## src/rtl/tt_sel_seq_pkg.sv

```systemverilog
// Shared types for the design-selection sequencer.
package tt_sel_seq_pkg;

  // Sequencer phases; 3-bit binary encoding.
  typedef enum logic [2:0] {
    StIdle  = 3'd0,
    StRstLo = 3'd1,
    StGap   = 3'd2,
    StIncHi = 3'd3,
    StIncLo = 3'd4,
    StEna   = 3'd5
  } sel_state_e;

endpackage

```

## src/rtl/tt_sel_seq_timer.sv

```systemverilog
// Loadable phase down-counter; tick flags the last cycle of a phase.
module tt_sel_seq_timer #(
  parameter int unsigned PW_W = 8
) (
  input  logic            clk,
  input  logic            rst,
  input  logic            load,
  input  logic [PW_W-1:0] load_val,
  output logic            tick
);

  logic [PW_W-1:0] cnt_q;

  // Reload on phase entry, otherwise count down and park at zero.
  always_ff @(posedge clk) begin
    if (rst) begin
      cnt_q <= '0;
    end else if (load) begin
      cnt_q <= load_val;
    end else if (cnt_q != '0) begin
      cnt_q <= cnt_q - 1'b1;
    end
  end

  assign tick = (cnt_q == '0);

endmodule

```

## src/rtl/tt_sel_seq.sv

```systemverilog
// Replays the pad protocol that selects a user design: reset the selection
// counter, issue addr increment pulses, then re-enable.
module tt_sel_seq
  import tt_sel_seq_pkg::*;
#(
  parameter int unsigned ADDR_W = 10,
  parameter int unsigned PW     = 4,
  parameter int unsigned PW_W   = 8
) (
  input  logic              clk,
  input  logic              rst,
  input  logic              req_valid,
  input  logic [ADDR_W-1:0] req_addr,
  output logic              req_ready,
  output logic              busy,
  output logic              done,
  output logic              ctrl_sel_rst_n,
  output logic              ctrl_sel_inc,
  output logic              ctrl_ena
);

  localparam logic [PW_W-1:0] PhaseLoad = PW_W'(PW - 1);

  sel_state_e        state_q, state_d;
  logic [ADDR_W-1:0] cnt_left_q, cnt_left_d;
  logic              tick;
  logic              load;
  logic              accept;
  logic              ctrl_ena_d;

  assign accept = req_valid & req_ready;

  tt_sel_seq_timer #(
    .PW_W (PW_W)
  ) u_timer (
    .clk      (clk),
    .rst      (rst),
    .load     (load),
    .load_val (PhaseLoad),
    .tick     (tick)
  );

  // Next-state logic; every state change reloads the shared phase timer.
  always_comb begin
    state_d    = state_q;
    cnt_left_d = cnt_left_q;
    load       = 1'b0;
    unique case (state_q)
      StIdle: begin
        if (accept) begin
          state_d    = StRstLo;
          cnt_left_d = req_addr;
          load       = 1'b1;
        end
      end
      StRstLo: begin
        if (tick) begin
          state_d = StGap;
          load    = 1'b1;
        end
      end
      StGap: begin
        if (tick) begin
          state_d = (cnt_left_q == '0) ? StEna : StIncHi;
          load    = 1'b1;
        end
      end
      StIncHi: begin
        if (tick) begin
          state_d = StIncLo;
          load    = 1'b1;
          // Count the pulse as it ends; guard keeps cnt_left from wrapping.
          if (cnt_left_q != '0) begin
            cnt_left_d = cnt_left_q - 1'b1;
          end
        end
      end
      StIncLo: begin
        if (tick) begin
          state_d = (cnt_left_q == '0) ? StEna : StIncHi;
          load    = 1'b1;
        end
      end
      StEna: begin
        state_d = StIdle;
      end
      default: begin
        state_d = StIdle;
      end
    endcase
  end

  // Enable holds through idle after a completed sequence; a new accept clears it.
  always_comb begin
    ctrl_ena_d = (state_d == StEna) | (ctrl_ena & (state_d == StIdle));
  end

  // State and output registers; outputs decode the next state so pads are flops.
  always_ff @(posedge clk) begin
    if (rst) begin
      state_q        <= StIdle;
      cnt_left_q     <= '0;
      req_ready      <= 1'b1;
      busy           <= 1'b0;
      done           <= 1'b0;
      ctrl_sel_rst_n <= 1'b1;
      ctrl_sel_inc   <= 1'b0;
      ctrl_ena       <= 1'b0;
    end else begin
      state_q        <= state_d;
      cnt_left_q     <= cnt_left_d;
      req_ready      <= (state_d == StIdle);
      busy           <= (state_d != StIdle);
      done           <= (state_d == StEna);
      ctrl_sel_rst_n <= (state_d != StRstLo);
      ctrl_sel_inc   <= (state_d == StIncHi);
      ctrl_ena       <= ctrl_ena_d;
    end
  end

endmodule

```

## config.mk

```make
export PLATFORM = sky130hd
export DESIGN_NAME = tt_sel_seq
export DESIGN_NICKNAME = d
export VERILOG_FILES = /design/src/rtl/tt_sel_seq_pkg.sv /design/src/rtl/tt_sel_seq_timer.sv /design/src/rtl/tt_sel_seq.sv
export SDC_FILE = /design/constraint.sdc
export NUM_CORES = 1
export LEC_CHECK = 0
export CAP_MARGIN = 20
export CORE_UTILIZATION = 55
export CTS_BUF_LIST = sky130_fd_sc_hd__clkbuf_8
export DETAILED_ROUTE_END_ITERATION = 16
export DONT_BUFFER_PORTS = 1
export PLACE_DENSITY = 0.72
export SETUP_SLACK_MARGIN = 0.5
export SLEW_MARGIN = 20
export SYNTH_ARGS = -nofsm -noshare
export SYNTH_HDL_FRONTEND = slang
export SYNTH_SLANG_ARGS = --single-unit
```

## constraint.sdc

```tcl
create_clock -name clk -period 2.9 [get_ports clk]
set_clock_uncertainty 0.15 [all_clocks]
set_input_delay 0.58 -clock clk [delete_from_list [all_inputs] [get_ports clk]]
set_output_delay 0.58 -clock clk [all_outputs]
set_load 0.02 [all_outputs]
```

==> impl_metrics.csv, run 1 <==
group,metric,value,unit
floorplanning,die_x,54.19,um
grt,grt-ovfl-total,0,
route,drtIter0Drc,18,
logic_synthesis,synth.area.top_cells,"dfxtp_1, a21oi_1, nor2_1, nand2_1, buf_12",
grt,grt_pass1_wl,4940,um
timing,setup_tns,0,ns
timing,worstMarginPinSlew,0.6219,ns
power,power.leakage,0.5810,nW
power,clock_power_share,0.117,
setup_path,worst-path-stages,8,
floorplanning,die_h,54.19,um
final_layout,num_antenna_cells,0,
setup_path,rr_startpoint,"u_timer.cnt_q[1]$_SDFFE_PP0P_",
setup_path,crit_buf_inv,2,
clock_tree,h-tree-depth,1,
power,internal-power,1.092,mW
floorplanning,rows,18,
floorplanning,initial_utilization,0.5937,
hold_path,min_path_type,"input pin to register",
grt,grt_antenna_before_repair,0,
power,sw_frac_of_total,0.4292,
clock_tree,path_clk_slew,0.10,ns
floorplanning,ios,19,
setup_path,critPathRequiredTime,2.93,ns
route,vias_per_cell,6.310,
grt,grt_max_degree,21,
grt,grt.total_usage,0.2325,
power,switchingPower,0.8212,mW
floorplanning,dieArea,0.002936,mm2
setup_path,cp-start-kind,"register",
power,cellPowerDensity,1201,mW/mm2
final_layout,layout-drive-gt1-share,0.2601,
timing,rsz0062_at_grt,"yes",
setup_path,critPathKind,"register to register",
clock_tree,clockBufferDepth,2,
timing,period_minus_slack,2.342,ns
logic_synthesis,synth_edf_count,0,
setup_path,endpoint,"req_ready$_SDFF_PP1_",
setup_path,cp-startpoint,"u_timer.cnt_q[1]$_SDFFE_PP0P_",
final_layout,stdcell_count,203,
setup_path,reg2reg_depth,8,
setup_path,path_cells,"inv_2 -> ha_4 -> or4b_4 -> nor2_4 -> buf_6 -> a21oi_1 -> o32a_1 -> a31o_2",
grt,use_met1,0.3048,
logic_synthesis,syn_avg_cell_area,8.810,um2
clock_tree,clockRootBuffer,"clkbuf_8",
final_layout,area_delta_synth_final,6.349,%
setup_path,cp_slowest_cell,"or4b_4",
setup_path,r2r_setup_slack,0.56,ns
logic_synthesis,ys_seq_elements,27,
route,drt_wl_total,3229,um
power,pwr-share-comb,0.553,
power,p_seq_frac,0.330,
logic_synthesis,synth_warnings,0,
timing,drv_slew,0,
setup_path,reg2reg_to,"req_ready$_SDFF_PP1_",
logic_synthesis,synth_flop_cell,"dfxtp_1",
run_status,status,"completed",
grt,grt-busiest-layer,"met2",
logic_synthesis,syn-num-nets,185,
clock_tree,cts_buffers,3,
final_layout,fin_util,0.6314,
placement,finalWeightedCongestion,0.8057,
logic_synthesis,synth_cell_types,52,
grt,met3_usage,0.05650,
logic_synthesis,seq_area_frac_synth,0.3609,
power,power,1.913,mW
timing,max_freq,0.4270,GHz
timing,hold_violations,0,
placement,hpwl,2164,um
grt,gr-usage-met2,0.3659,
power,peakVddDrop,0.0006802,V
clock_tree,hold_buffers,0,
clock_tree,worstSkewPairLatency,0.28,ns
floorplanning,core,0.002522,mm2
logic_synthesis,synth.largest_area_cell,"dfxtp_1",
timing,setup_viol,0,
route,drtAntennaViolNets,0,
route,drc,0,
timing,setup_slack,0.5581,ns
logic_synthesis,synth_top_area_share,0.3609,
clock_tree,cts_sinks,27,
grt,first_global_vias,1070,
setup_path,path_delay_family,"compound AO/OA/AOI/OAI gates",
logic_synthesis,synth_area,0.001498,mm2
final_layout,fin_nets,189,
setup_path,cp-end-kind,"register",
placement,numPlacedInstances,194,
timing,period_share,0.8076,
timing,slew_headroom,0.5841,
placement,dp_slack,0.3505,ns
setup_path,worst_path_largest_cell_delay,0.50,ns
placement,port_buffers,0,
route,wl_per_cell,15.91,um
setup_path,cp_max_fo,7,
route,firstDrtPassIters,4,
clock_tree,cts_tree,"built",
flow_run,maxCapViolCount,0,
logic_synthesis,syn_inst,170,
logic_synthesis,synthArstFlopShare,0,
route,via_count,1281,
setup_path,arrival,2.38,ns
power by group through the flow:
stage	registers, mW	logic, mW	clock network (mW)
6_report	0.630	1.06	0.224
5_1_grt	0.647	1.15	0.242
4_1_cts	0.619	0.910	0.232
3_5_place_dp	0.625	0.863	0
3_3_place_gp	0.620	0.831	0
2_1_floorplan	0.593	0.777	0
through the flow:
step | hold slack [ns] | cell area (um2)
2_1_floorplan | 0.2987 | 1498
3_3_place_gp | 0.3102 | 1449
3_5_place_dp | 0.3218 | 1449
4_1_cts | 0.1989 | 1520
5_1_grt | 0.1915 | 1593
6_report | 0.2031 | 1593
how the worst min path moves through the flow:
stage / from / to / cells after the start
3_3_place_gp: cnt_left_q[8]$_SDFFE_PP0P_ / cnt_left_q[8]$_SDFFE_PP0P_ / 2
6_report: rst / u_timer.cnt_q[1]$_SDFFE_PP0P_ / 1
2_1_floorplan: cnt_left_q[8]$_SDFFE_PP0P_ / cnt_left_q[8]$_SDFFE_PP0P_ / 2
3_5_place_dp: cnt_left_q[8]$_SDFFE_PP0P_ / cnt_left_q[8]$_SDFFE_PP0P_ / 2
4_1_cts: rst / u_timer.cnt_q[1]$_SDFFE_PP0P_ / 1
5_1_grt: rst / cnt_left_q[7]$_SDFFE_PP0P_ / 1
kinds of logic (layout without fill, tap and decap cells):
family / after synthesis / count (layout) / synth area share
XOR/XNOR: 4 / 4 / 0.02339
adder cells (fa/ha/maj): 2 / 2 / 0.01671
AND/OR/NAND/NOR: 72 / 72 / 0.2774
AO/OA/AOI/OAI: 51 / 51 / 0.2364
flip-flops: 27 / 27 / 0.3609
buffers and inverters: 14 / 17 / 0.08521
area by class of cell:
class                           instances  area (um2)
Fill cell                             214       929.6
Clock buffer                            3       41.29
Tap cell                               30       37.54
Sequential cell                        27       541.8
Multi-Input combinational cell        129       877.1
Clock inverter                          1       8.758
Timing Repair Buffer                    8       67.56
Inverter                                5       18.77
cell usage after synthesis (all sizes together) (3+ instances only):
cell,n
xnor2,4
dfxtp,27
nor3,4
o32ai,5
clkbuf,3
buf,5
or4,3
nor2,19
nand3,4
nand2,15
o21ai,6
a21oi,25
inv,5
a31oi,3
nor4,4
or3,7
worst reg2reg max path, delay by kind of cell (launching register included):
| family | cells | cell delay, ns |
|---|---|---|
| AO/OA/AOI/OAI | 3 | 0.71 |
| adder cells (fa/ha/maj) | 1 | 0.15 |
| buffers and inverters | 2 | 0.21 |
| flip-flops | 1 | 0.34 |
| AND/OR/NAND/NOR | 2 | 0.68 |
per-layer routing:
metal  vias up  wire length (um)
met5         -                 0
met4         0                43
met3         8               166
met2        35              1560
met1       603              1459
li1        635                 -
cell usage in the layout, fill, tap and decap left out, types with 3 or more instances in the layout:
cell | netlist | routed
nor2_1 | 18 | 18
nor3_1 | 4 | 3
o32ai_1 | 3 | 3
nand2_1 | 13 | 13
inv_1 | 5 | 3
o21ai_0 | 6 | 6
dfxtp_1 | 27 | 26
nor4_1 | 4 | 4
or3_2 | 3 | 3
a21oi_1 | 24 | 24
buf_4 | 0 | 6
clkbuf_8 | 2 | 3
xnor2_1 | 4 | 4
or3_1 | 4 | 3
nand3_1 | 4 | 4
state kept, by name (all words and copies together), names as in the netlist:
| register | flops |
|---|---|
| cnt_left_q | 10 |
| req_ready | 1 |
| u_timer.cnt_q | 8 |
| ctrl_ena | 1 |
| state_q | 3 |
| ctrl_sel_rst_n | 1 |
| ctrl_sel_inc | 1 |
| busy | 1 |
| done | 1 |
repair_timing:
action                                  CTS  global route
endpoints found under the setup margin   10            14
gates cloned                              0             1
buffers inserted                          1             3
hold endpoints to repair                  0             0
resized for setup                         4            12
pin swaps                                 1             4
(Power assumes the default switching activity.)
==> inputs of run 2 (changes only) <==
--- a/config.mk
+++ b/config.mk
@@ -10,7 +10,7 @@
 export CTS_BUF_LIST = sky130_fd_sc_hd__clkbuf_8
 export DETAILED_ROUTE_END_ITERATION = 16
 export DONT_BUFFER_PORTS = 1
-export PLACE_DENSITY = 0.72
+export PLACE_DENSITY = 0.75
 export SETUP_SLACK_MARGIN = 0.5
 export SLEW_MARGIN = 20
 export SYNTH_ARGS = -nofsm -noshare
==> constraint.sdc (replaced) <==
create_clock -name clk -period 1.89 [get_ports clk]
set_clock_uncertainty 0.15 [all_clocks]
set_input_delay 0.378 -clock clk [delete_from_list [all_inputs] [get_ports clk]]
set_output_delay 0.378 -clock clk [all_outputs]
set_load 0.02 [all_outputs]
==> run 2 against run 1 <==
The flow now finishes with violations (hold timing, setup timing); sequential share of layout area decreased by 9.1 points; worst setup slack got worse by 1.1 ns; total power increased by 140%; largest cell class unchanged.
==> impl_metrics.csv, run 2 (same netlist as run 1, synthesis figures left out) <==
group,metric,value,unit
run_status,status,"finished, violations left",
run_status,violations,"hold timing, setup timing",
route,wl_met3,510,um
placement,numPlacedInstances,227,
clock_tree,path_clk_slew,0.09,ns
power,clock_power_share,0.074,
hold_path,min_path_type,"input pin to register",
clock_tree,clockBufferDepth,2,
setup_path,cp_max_fo,5,
route,firstDrtPassIters,5,
clock_tree,cts_sinks,27,
power,power.leakage,0.8813,nW
final_layout,final_cell_mix,"buf_4, dfxtp_1, nor2_1, a21oi_2",
flow_run,maxCapViolCount,0,
grt,grt-ovfl-total,0,
grt,first_global_vias,1431,
final_layout,nFillCells,119,
final_layout,reg.largest.list,"cnt_left_q (10), u_timer.cnt_q (8), state_q (3)",
power,pwr-share-comb,0.728,
floorplanning,die_x,54.19,um
setup_path,critPathRequiredTime,1.91,ns
power,switchingPower,1.949,mW
route,wl_per_cell,22.20,um
floorplanning,ios,19,
floorplanning,die_h,54.19,um
grt,grt_antenna_before_repair,0,
final_layout,layout_commonest_cell,"buf_4",
floorplanning,initial_utilization,0.5937,
power,sw_frac_of_total,0.4330,
timing,max_freq,0.4187,GHz
route,wl_met1,1961,um
grt,grt.total_usage,0.3135,
final_layout,fin_nets,235,
timing,rsz0062_at_grt,"yes",
timing,drv_slew,0,
final_layout,largest_reg_flops,10,
power,cellPowerDensity,2054,mW/mm2
clock_tree,worstSkewPairLatency,0.28,ns
route,vias_per_cell,6.783,
grt,grt_max_degree,22,
route,drt_wl_total,5527,um
setup_path,cp-end-kind,"register",
timing,period_minus_slack,2.389,ns
timing,slew_headroom,0.5978,
route,via_count,1689,
timing,setup_slack,-0.4986,ns
placement,hpwl,2676,um
setup_path,path_cells,"inv_2 -> ha_4 -> or4b_4 -> nor2_4 -> buf_6 -> buf_6 -> o211ai_1 -> and2_4 -> a31o_2",
final_layout,layout-drive-gt1-share,0.5662,
setup_path,critPathKind,"register to register",
route,wl_met2,2734,um
final_layout,regMostFlops,"cnt_left_q",
clock_tree,clockRootBuffer,"clkbuf_8",
final_layout,stdcell_count,249,
floorplanning,core,0.002522,mm2
timing,worstMarginPinSlew,0.5986,ns
final_layout,area_delta_synth_final,46.37,%
floorplanning,dieArea,0.002936,mm2
power,peakVddDrop,0.001569,V
timing,whs,-0.0002579,ns
power,internal-power,2.553,mW
setup_path,cp_common_cell,"buf_6",
timing,setup_viol,27,
timing,hold_violations,1,
setup_path,arrival,2.41,ns
grt,grt_pass1_wl,6430,um
clock_tree,h-tree-depth,1,
final_layout,num_antenna_cells,0,
timing,period_share,1.264,
final_layout,multi_input_area,0.001056,mm2
route,dr.max_layer_used,"met4",
final_layout,seq_area,545.5,um2
route,drtAntennaViolNets,0,
setup_path,cp_slowest_cell,"or4b_4",
power,p_seq_frac,0.198,
clock_tree,cts_buffers,3,
placement,port_buffers,0,
placement,finalWeightedCongestion,0.7781,
setup_path,worst_path_largest_cell_delay,0.51,ns
setup_path,cp-start-kind,"register",
clock_tree,cts_tree,"built",
route,drc,0,
route,drtIter0Drc,79,
floorplanning,rows,18,
-- run 2: path summary, 6_finish.rpt --
kind                                                     from                    endpoint  slack, ns  cells after the start
worst min register to register     cnt_left_q[7]$_SDFFE_PP0P_  cnt_left_q[7]$_SDFFE_PP0P_       0.36                      2
worst min-delay path                                      rst  cnt_left_q[7]$_SDFFE_PP0P_    -0.0003                      1
worst max-delay path            u_timer.cnt_q[0]$_SDFFE_PP0P_        req_ready$_SDFF_PP1_      -0.50                      9
worst max register to register  u_timer.cnt_q[0]$_SDFFE_PP0P_        req_ready$_SDFF_PP1_      -0.50                      9
-- run 2: routing by layer --
metal / GRT usage / vias to the layer above
met1: 0.3625 / 796
met5: 0 / -
li1: - / 727
met3: 0.06497 / 34
met4: 0.2222 / 0
met2: 0.5081 / 132
-- run 2: timing repair --
action / 4_1_cts / 5_1_grt
resized for setup: 28 / 37
gates cloned: 0 / 1
pin swaps: 10 / 25
setup endpoints to repair: 27 / 27
setup buffers: 7 / 10
endpoints found under the hold margin: 2 / 7
-- run 2: layout make-up --
class	instances	area share
well taps	30	0.01712
inverters	5	0.008562
flip-flops and latches	27	0.2489
multi-input cells	129	0.4817
repair buffers	54	0.2232
clock buffers	3	0.01884
clock inverters	1	0.001712
-- run 2: metrics by stage --
step / utilization / setup WS (ns) / power, mW / area [um2] / TNS (ns)
after floorplan: - / -0.3409 / 2.197 / 1538 / -4.825
after CTS: 0.7703 / -0.3392 / 3.599 / 1943 / -4.943
after global routing: 0.8690 / -0.5355 / 4.675 / 2192 / -11.34
after detailed placement: 0.6910 / -0.4307 / 2.861 / 1743 / -6.488
after global placement: 0.6910 / -0.3675 / 2.751 / 1743 / -4.755
final: 0.8690 / -0.4986 / 4.502 / 2192 / -10.10
-- run 2: power by group through the flow --
stage	combinational, mW	sequential (mW)	clock [mW]
floorplan	1.28	0.920	0
global placement	1.89	0.866	0
detailed placement	1.99	0.875	0
CTS	2.40	0.871	0.329
global route	3.43	0.901	0.346
finish	3.28	0.892	0.331
-- run 2: critical path, delay by kind of cell (launching register included) --
family / cells / cell delay [ns]
AND/OR/NAND/NOR: 3 / 0.93
AO/OA/AOI/OAI: 2 / 0.38
flip-flops: 1 / 0.35
buffers and inverters: 3 / 0.34
adder cells (fa/ha/maj): 1 / 0.13
==> inputs of run 3 (changes only) <==
--- a/config.mk
+++ b/config.mk
@@ -11,7 +11,6 @@
 export DETAILED_ROUTE_END_ITERATION = 16
 export DONT_BUFFER_PORTS = 1
 export PLACE_DENSITY = 0.75
-export SETUP_SLACK_MARGIN = 0.5
 export SLEW_MARGIN = 20
 export SYNTH_ARGS = -nofsm -noshare
 export SYNTH_HDL_FRONTEND = slang
==> run 3 against run 2 <==
The run still ends with hold timing, setup timing left; total power increased by 0.50%; worst setup slack improved by 0.039 ns; maximum frequency increased by 1.7%; critical path depth unchanged; register-to-register slack improved by 0.04 ns; utilization increased by 0.60 points; first-iteration DRC count increased by 27%; cell count unchanged; final area increased by 0.69%; largest cell class unchanged; largest power group unchanged; highest routed layer unchanged.
==> impl_metrics.csv, run 3 (same netlist as run 1, synthesis figures left out) <==
group,metric,value,unit
floorplanning,dieArea,0.002936,mm2
timing,setup_tns,-7.185,ns
route,via_count,1694,
clock_tree,cts_sinks,27,
timing,rsz0062_at_grt,"yes",
route,wl_met3,635,um
floorplanning,ios,19,
clock_tree,cts_tree,"built",
timing,period_minus_slack,2.350,ns
final_layout,num_antenna_cells,0,
hold_path,hold_path_depth,1,
placement,hpwl,2734,um
floorplanning,rows,18,
route,drtAntennaViolNets,0,
setup_path,cp_max_fo,5,
final_layout,layout_commonest_cell,"buf_4",
final_layout,nFillCells,114,
timing,max_freq,0.4256,GHz
setup_path,crit_buf_inv,3,
power,power.leakage,0.8713,nW
hold_path,hold_end,"cnt_left_q[6]$_SDFFE_PP0P_",
grt,grt_antenna_before_repair,0,
setup_path,r2r_setup_slack,-0.46,ns
run_status,violations,"hold timing, setup timing",
grt,grt_max_degree,18,
setup_path,path_cells,"inv_2 -> ha_4 -> or4b_4 -> nor2_4 -> buf_6 -> a21oi_2 -> o32a_1 -> buf_6 -> a31oi_1",
hold_path,min_path_type,"input pin to register",
route,vias_per_cell,6.803,
placement,port_buffers,0,
final_layout,final_cell_mix,"buf_4, dfxtp_1, nor2_1",
run_status,status,"finished, violations left",
grt,grt.total_usage,0.3758,
timing,slew_headroom,0.7337,
grt,grt_pass1_wl,7707,um
clock_tree,path_clk_slew,0.10,ns
clock_tree,h-tree-depth,1,
setup_path,cp_slowest_cell,"or4b_4",
setup_path,worst_path_largest_cell_delay,0.50,ns
setup_path,reg2reg_to,"busy$_SDFF_PP0_",
timing,drv_slew,0,
setup_path,arrival,2.42,ns
grt,first_global_vias,1615,
hold_path,min-delay-start,"rst",
power,cellPowerDensity,2050,mW/mm2
setup_path,cp_common_cell,"buf_6",
power,peakVddDrop,0.001810,V
floorplanning,die_x,54.19,um
timing,period_share,1.243,
final_layout,area_delta_synth_final,47.37,%
final_layout,fin_nets,235,
setup_path,cp-start-kind,"register",
clock_tree,clockBufferDepth,2,
placement,finalWeightedCongestion,0.8047,
route,wl_met2,2794,um
final_layout,reg.largest.list,"cnt_left_q (10), u_timer.cnt_q (8), state_q (3)",
clock_tree,clockRootBuffer,"clkbuf_8",
setup_path,reg2reg_depth,9,
route,dr.max_layer_used,"met4",
power,power,4.524,mW
setup_path,cp-end-kind,"register",
route,wl_per_cell,23.07,um
floorplanning,die_h,54.19,um
setup_path,critPathKind,"register to register",
route,drt_wl_total,5745,um
final_layout,largest_reg_flops,10,
clock_tree,cts_buffers,3,
flow_run,maxCapViolCount,0,
floorplanning,core,0.002522,mm2
setup_path,path_delay_family,"simple AND/OR/NAND/NOR gates",
floorplanning,initial_utilization,0.5937,
timing,worstMarginPinSlew,0.3965,ns
final_layout,layout-drive-gt1-share,0.5616,
setup_path,critPathRequiredTime,1.96,ns
clock_tree,hold_buffers,1,
route,wl_met1,2048,um
timing,setup_viol,27,
timing,hold_violations,4,
timing,setup_slack,-0.4596,ns
setup_path,rr_startpoint,"u_timer.cnt_q[1]$_SDFFE_PP0P_",
grt,grt-ovfl-total,0,
route,firstDrtPassIters,6,
clock_tree,worstSkewPairLatency,0.29,ns
timing,whs,-0.008973,ns
final_layout,regMostFlops,"cnt_left_q",
route,drtIter0Drc,100,
route,drc,0,
-- run 3: power breakdown --
group	switching (mW)	internal, mW	leakage [nW]
Combinational	1.62	1.65	0.627
Clock	0.209	0.151	0.0217
Sequential	0.146	0.748	0.223
-- run 3: layout make-up --
cell class | count | area (um2) | share of cell area
multi-input combinational | 129 | 1092 | 0.4949
clock buffer | 3 | 41.29 | 0.01871
tap | 30 | 37.54 | 0.01701
clock inverter | 1 | 7.507 | 0.003401
inverter | 5 | 18.77 | 0.008503
sequential | 27 | 546.8 | 0.2477
timing repair buffer | 54 | 462.9 | 0.2098
-- run 3: worst reg2reg max path, stage by stage (launching register included) --
cell and delay (ns):
dfxtp_2 0.35, inv_2 0.09, ha_4 0.14, or4b_4 0.50, nor2_4 0.16, buf_6 0.14
a21oi_2 0.06, o32a_1 0.39, buf_6 0.17, a31oi_1 0.13
-- run 3: how the worst max path moves through the flow --
stage	from	to	slack, ns	cells after the start
final	u_timer.cnt_q[1]$_SDFFE_PP0P_	busy$_SDFF_PP0_	-0.46	9
after global routing	u_timer.cnt_q[1]$_SDFFE_PP0P_	state_q[1]$_SDFF_PP0_	-0.47	9
after CTS	u_timer.cnt_q[1]$_SDFFE_PP0P_	req_ready$_SDFF_PP1_	-0.35	8
after detailed placement	u_timer.cnt_q[0]$_SDFFE_PP0P_	cnt_left_q[0]$_SDFFE_PP0P_	-0.45	8
after global placement	u_timer.cnt_q[0]$_SDFFE_PP0P_	cnt_left_q[0]$_SDFFE_PP0P_	-0.36	8
after floorplan	cnt_left_q[0]$_SDFFE_PP0P_	cnt_left_q[3]$_SDFFE_PP0P_	-0.34	10
-- run 3: repair_timing --
| item | 4_1_cts | 5_1_grt |
|---|---|---|
| endpoints found under the setup margin | 27 | 27 |
| pin swaps | 17 | 14 |
| gates resized for setup | 44 | 20 |
| buffers inserted | 11 | 6 |
| hold endpoints to repair | 4 | 6 |
-- run 3: stage by stage --
step           area, um2  utilization  setup slack, ns  std cells
2_1_floorplan       1531            -          -0.3409        170
5_1_grt             2207       0.8750          -0.4740        249
3_5_place_dp        1794       0.7113          -0.4525        233
6_report            2207       0.8750          -0.4596        249
3_3_place_gp        1794       0.7113          -0.3606        233
4_1_cts             2091       0.8289          -0.3471        246
-- run 3: layer usage --
metal / vias to the layer above / GRT usage
li1: 723 / -
met1: 799 / 0.4670
met2: 143 / 0.5833
met3: 29 / 0.08475
met4: 0 / 0.2265
met5: - / 0
